`config.mk`:
```
export PLATFORM = sky130hd
export DESIGN_NAME = alu_op_sequencer
export DESIGN_NICKNAME = d
export VERILOG_FILES = /design/src/rtl/alu_op_sequencer.sv
export SDC_FILE = /design/constraint.sdc
export NUM_CORES = 1
export LEC_CHECK = 0
export BUFFER_PORTS_ARGS = -buffer_cell sky130_fd_sc_hd__buf_2
export CAP_MARGIN = 20
export CORE_ASPECT_RATIO = 0.9
export CORE_MARGIN = 2
export CORE_UTILIZATION = 50
export CTS_BUF_LIST = sky130_fd_sc_hd__clkbuf_16
export DETAILED_ROUTE_END_ITERATION = 6
export HOLD_SLACK_MARGIN = 0.1
export PLACE_DENSITY = 0.79
export SLEW_MARGIN = 0
export SYNTH_ARGS = -nofsm -noshare
export SYNTH_HDL_FRONTEND = slang
export SYNTH_SLANG_ARGS = --single-unit
export TNS_END_PERCENT = 30
```
`constraint.sdc`:
```
create_clock -name clk -period 2.75 [get_ports clk]
set_input_delay 0.275 -clock clk [delete_from_list [all_inputs] [get_ports clk]]
set_output_delay 0.275 -clock clk [all_outputs]
set_load 0.02 [all_outputs]
```
`src/rtl/alu_op_sequencer.sv`:
```
// Initiator-side sequencer for the ALU microcode interface: B-port write, bus turnaround,
// timed runit execution, result capture from IBUS and L/V flag tracking.
module alu_op_sequencer #(
    parameter int ADD_CYCLES = 2,
    parameter int OP_CYCLES  = 1
) (
    input  logic        clk,
    input  logic        reset,
    input  logic        req_valid,
    output logic        req_ready,
    input  logic [3:0]  req_op,
    input  logic [2:0]  req_roll,
    input  logic        req_loadb,
    input  logic [15:0] req_operand,
    output logic        rsp_valid,
    input  logic        rsp_ready,
    output logic [15:0] rsp_result,
    output logic        rsp_l,
    output logic        rsp_v,
    output logic        rsp_err,
    output logic [3:0]  runit,
    output logic [2:0]  ir_roll,
    output logic [15:0] ibus_out,
    output logic        ibus_oe,
    input  logic [15:0] ibus_in,
    output logic        nwalu,
    output logic        fl,
    input  logic        nflstrobe,
    input  logic        fv,
    input  logic        nfltadd
);
    localparam logic [2:0] S_IDLE  = 3'd0;
    localparam logic [2:0] S_LOADB = 3'd1;
    localparam logic [2:0] S_TURN  = 3'd2;
    localparam logic [2:0] S_EXEC  = 3'd3;
    localparam logic [2:0] S_DONE  = 3'd4;

    localparam logic [3:0] OP_ADD  = 4'b1000;
    localparam logic [3:0] OP_ROLL = 4'b1100;

    localparam int ADD_N = (ADD_CYCLES < 1) ? 1 : ADD_CYCLES;
    localparam int OP_N  = (OP_CYCLES < 1) ? 1 : OP_CYCLES;
    localparam int MAX_N = (ADD_N > OP_N) ? ADD_N : OP_N;
    localparam int CW    = ($clog2(MAX_N + 1) < 2) ? 2 : $clog2(MAX_N + 1);

    logic [2:0]    state_q, state_d;
    logic [3:0]    op_q, op_d;
    logic [2:0]    roll_q, roll_d;
    logic [15:0]   operand_q, operand_d;
    logic [CW-1:0] cnt_q, cnt_d;
    logic          l_q, l_d, v_q, v_d, toggled_q, toggled_d;
    logic [15:0]   result_q, result_d;
    logic          rsp_l_q, rsp_l_d, rsp_v_q, rsp_v_d, err_q, err_d;

    // Counter preload is length-1 so that cnt==0 marks the final EXEC cycle.
    function automatic logic [CW-1:0] exec_len(input logic [3:0] op);
        return (op == OP_ADD) ? CW'(ADD_N - 1) : CW'(OP_N - 1);
    endfunction

    always_comb begin
        state_d   = state_q;
        op_d      = op_q;
        roll_d    = roll_q;
        operand_d = operand_q;
        cnt_d     = cnt_q;
        l_d       = l_q;
        v_d       = v_q;
        toggled_d = toggled_q;
        result_d  = result_q;
        rsp_l_d   = rsp_l_q;
        rsp_v_d   = rsp_v_q;
        err_d     = err_q;
        case (state_q)
            S_IDLE: begin
                if (req_valid) begin
                    op_d      = req_op;
                    roll_d    = req_roll;
                    operand_d = req_operand;
                    if (!req_op[3]) begin
                        state_d  = S_DONE;
                        err_d    = 1'b1;
                        result_d = 16'h0000;
                        rsp_l_d  = l_q;
                        rsp_v_d  = v_q;
                    end else begin
                        err_d = 1'b0;
                        if (req_loadb) begin
                            state_d = S_LOADB;
                        end else begin
                            state_d   = S_EXEC;
                            cnt_d     = exec_len(req_op);
                            toggled_d = 1'b0;
                        end
                    end
                end
            end
            S_LOADB: state_d = S_TURN;
            S_TURN: begin
                state_d   = S_EXEC;
                cnt_d     = exec_len(op_q);
                toggled_d = 1'b0;
            end
            S_EXEC: begin
                // Carry may be flagged on several cycles of a multi-cycle add; toggle L only once.
                if (!nfltadd && !toggled_q) begin
                    l_d       = ~l_q;
                    toggled_d = 1'b1;
                end
                if (!nflstrobe) v_d = fv;
                if (cnt_q == '0) begin
                    state_d  = S_DONE;
                    result_d = ibus_in;
                    rsp_l_d  = l_d;
                    rsp_v_d  = v_d;
                end else begin
                    cnt_d = cnt_q - CW'(1);
                end
            end
            S_DONE: if (rsp_ready) state_d = S_IDLE;
            default: state_d = S_IDLE;
        endcase
    end

    always_ff @(posedge clk or posedge reset) begin
        if (reset) begin
            state_q   <= S_IDLE;
            op_q      <= 4'h0;
            roll_q    <= 3'h0;
            operand_q <= 16'h0000;
            cnt_q     <= '0;
            l_q       <= 1'b0;
            v_q       <= 1'b0;
            toggled_q <= 1'b0;
            result_q  <= 16'h0000;
            rsp_l_q   <= 1'b0;
            rsp_v_q   <= 1'b0;
            err_q     <= 1'b0;
        end else begin
            state_q   <= state_d;
            op_q      <= op_d;
            roll_q    <= roll_d;
            operand_q <= operand_d;
            cnt_q     <= cnt_d;
            l_q       <= l_d;
            v_q       <= v_d;
            toggled_q <= toggled_d;
            result_q  <= result_d;
            rsp_l_q   <= rsp_l_d;
            rsp_v_q   <= rsp_v_d;
            err_q     <= err_d;
        end
    end

    // Bus-side outputs decode straight from state so reset releases them immediately.
    assign req_ready  = (state_q == S_IDLE) && !reset;
    assign rsp_valid  = (state_q == S_DONE);
    assign rsp_result = result_q;
    assign rsp_l      = rsp_l_q;
    assign rsp_v      = rsp_v_q;
    assign rsp_err    = err_q;
    assign runit      = (state_q == S_EXEC) ? op_q : 4'h0;
    assign ir_roll    = (state_q == S_EXEC && op_q == OP_ROLL) ? roll_q : 3'h0;
    assign ibus_oe    = (state_q == S_LOADB);
    assign ibus_out   = (state_q == S_LOADB) ? operand_q : 16'h0000;
    assign nwalu      = (state_q != S_LOADB);
    assign fl         = l_q;
endmodule

```
# [Word level (Yosys, flattened, before mapping)]
# Cells that the tools add are included.
[word_totals] ff_bits=50 elab_cells=81 in_bits=47 out_inout_bits=47
[classes] n_reduce_logical=15 add_sub_neg=1 n_bitwise=1 n_eq_ne=16 mux=36
[ops] cell="2-to-1 mux 16 bit" count=4
[ops] cell="one-hot mux 16 bit (2 select lines)" count=1
[ops] cell="2-to-1 mux 1 bit" count=15
[ops] cell="2-to-1 mux 3 bit" count=5
[ops] cell="one-hot mux 3 bit (5 select lines)" count=1
[ops] cell="!= test 2 bit, second input constant" count=7
[ops] cell="equality test 4 bit, second input constant" count=3
[ops] cell="2-to-1 mux 2 bit" count=5
[ops] cell="AND reduction 5 bit" count=2
[ops] cell="equality test 3 x 2 -> 1 bit, second input constant" count=2
[ops] cell="one-hot mux 2 bit (3 select lines)" count=1
[ops] cell="2-to-1 mux 4 bit" count=1
[ops] cell="one-hot mux 1 bit (2 select lines)" count=2
[ops] cell="AND reduction 4 bit" count=1
[ops] cell="equality test 3 x 1 -> 1 bit, second input constant" count=1
[ops] cell="equality test 3 bit, second input constant" count=1
[ops] cell="logical AND 1 bit" count=3
[ops] cell="zero test 1 bit" count=3
[ops] cell="zero test 3 bit" count=1
[ops] cell="!= test 3 x 1 -> 1 bit, second input constant" count=1
[ops] cell="one-hot mux 1 bit (3 select lines)" count=1
[ops] cell="AND reduction 3 bit" count=1
[ops] cell="nonzero test 3 bit" count=1
[ops] cell="zero test 2 bit" count=1
[ops] cell="other kinds (5)" count=5

# [Logic depth before layout (Yosys ltp)]
[depth] word_depth=6 depth_mapped=7 ltp_nobuf=6

# [Worst setup path before layout]
# Ideal clock, no wire load.
[synth_path] kind="register to output" start="reg state_q[1]" end="out ibus_out[10]" arrival_ns=1.378 path_buffers=2 slack_ns=1.097 required_ns=2.475 stages_incl_launch_ff=5 cell_sequence="dfrtp_1 buf_4 nor3b_2 buf_2 and2_1"
[synth_via] elab_chain_cells=2
[synth_lines] item="from (decl)" line="46" text="logic [2:0] state_q, state_d;"
[synth_lines] item="from (signal assigned)" line="139" text="state_q <= state_d;"
[synth_lines] item="equality test 3 x 1 -> 1 bit"
[synth_lines] item="named net ibus_oe" line="24" text="output logic ibus_oe,"
[synth_lines] item="2-to-1 mux 16 bit" line="164" text="assign ibus_out = (state_q == S_LOADB) ? operand_q : 16'h0000;"
[synth_lines] item="to (decl)" line="23" text="output logic [15:0] ibus_out,"
# The timed path passes the listed nets, and every way through them passes these cells.

# [Worst setup path after layout]
[layout_path] start="reg state_q[0]" end="out ibus_out[0]"
[layout_via] elab_chain_cells=2
[layout_lines] item="equality test 3 x 1 -> 1 bit" line="164"
[layout_lines] item="2-to-1 mux 16 bit" line="164"
# No other way between the ends.

==> metrics.md <==
| Metric | Value |
|---|---|
| Fmax | `0.430 GHz` |
| Clock skew | `0.00574 ns` |
| Vias per cell | `4.98` |
| Wire per inst | `14.5 um` |
| Setup Fix Bufs, Post-CTS | `0` |
| Worst Path Max Fanout | `18` |
| GPL Wtd Cong | `0.816` |
| Hold path endpoint | `state_q[2]$_DFFE_PP0P_` |
| H-tree levels | `2` |
| Setup TNS | `0 ns` |
| I/O pins | `94` |
| CP top delay family | `simple AND/OR/NAND/NOR gates` |
| Mean post-synth cell area | `13.3 um^2` |
| Area added between synthesis and finish | `27.8%` |
| First-pass GRT wire length | `7110 um` |
| Mapped Nets | `221` |
| Worst-margin pin slew | `0.767 ns` |
| Routed wire length | `4790 um` |
| Num rows | `23` |
| Chip width | `75.6 um` |
| TritonRoute pass-1 iters | `4` |
| Grt ovf | `0` |
| Final hold vios | `0` |
| Slowest Stage Delay on Critical Path | `0.72 ns` |
| Diodes inserted | `0` |
| Clk_lat worst skew | `0.29 ns` |
| Total core area | `4460 um^2` |
| CTS tree | `built` |
| Crit path max-delay cell type | `nor3b_2` |
| Cells after synthesis | `173` |
| Total track usage | `18.7%` |
| Worst min-delay path class | `input port to register` |
| Root buf cell | `clkbuf_16` |
| Initial DRC Count | `170` |
| Worst setup SP type | `register` |
| Worst IR Drop VDD | `514 uV` |
| R2r endpoint | `rsp_v$_DFFE_PP0P_` |
| Leakage | `0.00155 uW` |
| Layout cell share with drive strength beyond 1 | `50.0%` |
| Sequence of cells on the critical path | `nor3b_2, and2_1, buf_2` |
| Worst Hold Launch | `rsp_ready` |
| Reg2Reg Setup Slack | `0.82 ns` |
| Synth async-reset ratio | `100%` |
| CP bufs+invs | `1` |
| Max Cap Viol | `0` |
| DR vias | `1643` |
| Post-Syn Area | `2310 um^2` |
| Hold depth | `2` |
| Worst path required time | `2.48 ns` |
| Worst-path clk slew | `0.06 ns` |
| PnR Total Power | `3480 uW` |
| Pwr dens | `1180 nW/um^2` |
| Status | `complete, no violations` |
| Largest net degree at the start of global routing | `51` |
| Worst relative slew slack | `48.6%` |
| HPWL after DPL | `3400 um` |
| ANT nets after route | `0` |
| Commonest non-fill, non-tap cell in the layout | `buf_2` |
| RSZ-0062 raised after global routing | `false` |
| Crit end category | `primary output` |
| Clk buf depth | `2` |
| Synth unique cells | `34` |
| Post-synth top flop | `dfrtp_1` |
| Cells on worst reg2reg path | `4` |
| DRC Markers | `0` |
| Layout Nets | `315` |
| Crit share post-route | `84.6%` |
| Die Ht | `68.5 um` |
| Die footprint | `5180 um^2` |
| Arr. time, crit path | `2.05 ns` |
| Final setup viols | `0` |
| Critical path class | `register to primary output` |
| Most frequent cells in the layout | `buf_2 (93), dfrtp_1 (50), and2_1 (23)` |
| Clock sink total | `50` |
| Starting density of the core | `51.8%` |
| Register area share after synthesis | `54.2%` |
| Post-synth EDFFs | `0` |
| TritonCTS Buffers | `5` |
| Vias in the first global route | `1516` |
| Slew Limit Fails | `0` |
| R2R Path Start | `state_q[0]$_DFFE_PP0P_` |
| Yosys reg bits | `50` |
| Initial antenna violation count | `0` |
| Minimum clock period after layout | `2.33 ns` |
| Syn. warnings | `0` |
| Buffers on Ports | `93` |
through the flow:
step	worst slack [ns]	instance area, um^2	instances	utilization (%)	hold WS [ns]
final	0.424	2950	330	66.1	0.183
after global routing	0.181	2950	330	66.1	0.188
after CTS	0.377	2920	328	65.4	0.181
after detailed placement	0.689	2780	320	62.3	0.468
after global placement	0.784	2780	320	62.3	0.462
after floorplan	1.10	2310	173	-	0.368
timing repair:
item,in CTS,in global routing
gates resized for setup,0,0
endpoints found under the hold margin,0,18
hold buffers,0,1
worst max-delay path by stage:
stage / start / endpoint / slack [ns] / depth (start not counted)
global placement: state_q[0]$_DFFE_PP0P_ / ibus_out[0] / 0.78 / 3
global route: state_q[0]$_DFFE_PP0P_ / ibus_out[0] / 0.18 / 3
detailed placement: state_q[0]$_DFFE_PP0P_ / ibus_out[0] / 0.69 / 3
floorplan: state_q[1]$_DFFE_PP0P_ / ibus_out[10] / 1.10 / 4
finish: state_q[0]$_DFFE_PP0P_ / ibus_out[0] / 0.42 / 3
CTS: state_q[0]$_DFFE_PP0P_ / ibus_out[0] / 0.38 / 3
synth_stat cells, drive strengths merged (2+ instances only):
library cell / instances / area, um^2
inv: 9 / 33.8
dfrtp: 50 / 1250
o21ai: 4 / 20.0
a21oi: 3 / 15.0
nand3b: 3 / 35.0
mux2: 26 / 364
nor3b: 2 / 20.0
a22o: 16 / 140
and2: 23 / 144
nor2: 5 / 21.3
nor4: 3 / 18.8
a21o: 2 / 15.0
buf: 9 / 81.3
nand2: 4 / 15.0
registers in the layout, indices dropped and copies added, names as in the netlist:
register / cells
cnt_q: 2
fl: 1
op_q: 4
operand_q: 16
roll_q: 3
rsp_err: 1
rsp_l: 1
rsp_result: 16
rsp_v: 1
state_q: 3
toggled_q: 1
v_q: 1
layout make-up:
class	count	area, um^2
timing repair buffer	96	503
tap	62	77.6
multi-input combinational	105	942
sequential	50	1250
fill	342	1510
clock buffer	5	125
clock inverter	3	16.3
inverter	9	33.8
power breakdown:
| group | leakage (uW) | internal (uW) | total (uW) | switching, uW |
|---|---|---|---|---|
| sequential | 0.000611 | 1090 | 1360 | 267 |
| clock | 0.0000672 | 332 | 585 | 253 |
| combinational | 0.000867 | 746 | 1540 | 793 |
| total | 0.00155 | 2170 | 3480 | 1310 |
metal layers:
metal | share of wire [%] | track usage (%) | vias to the layer above | routed length, um
li1 | - | - | 797 | -
met1 | 45 | 26.1 | 796 | 2140
met2 | 50 | 27.6 | 44 | 2380
met3 | 3.9 | 3.68 | 6 | 186
met4 | 1.9 | 9.87 | 0 | 89
met5 | 0 | 0 | - | 0
worst register-to-register path, cell delays in order, from the launching register on:
cell	delay, ns
dfrtp_1	0.63
nor2_1	0.16
nand3b_1	0.12
a21o_1	0.51
mux2_2	0.40
logic make-up (layout without fill, tap and decap cells):
group,Yosys count,in the layout,share of synthesized area [%]
AOI/OAI and AO/OA,30,30,9.86
adders and majority gates,1,1,0.542
and+or+nand+nor,46,46,13.8
xor gates and xnor gates,1,1,0.379
muxes,27,27,16.2
buffers and inverters,18,113,4.99
DFF,50,50,54.2
(Power assumes the default switching activity.)
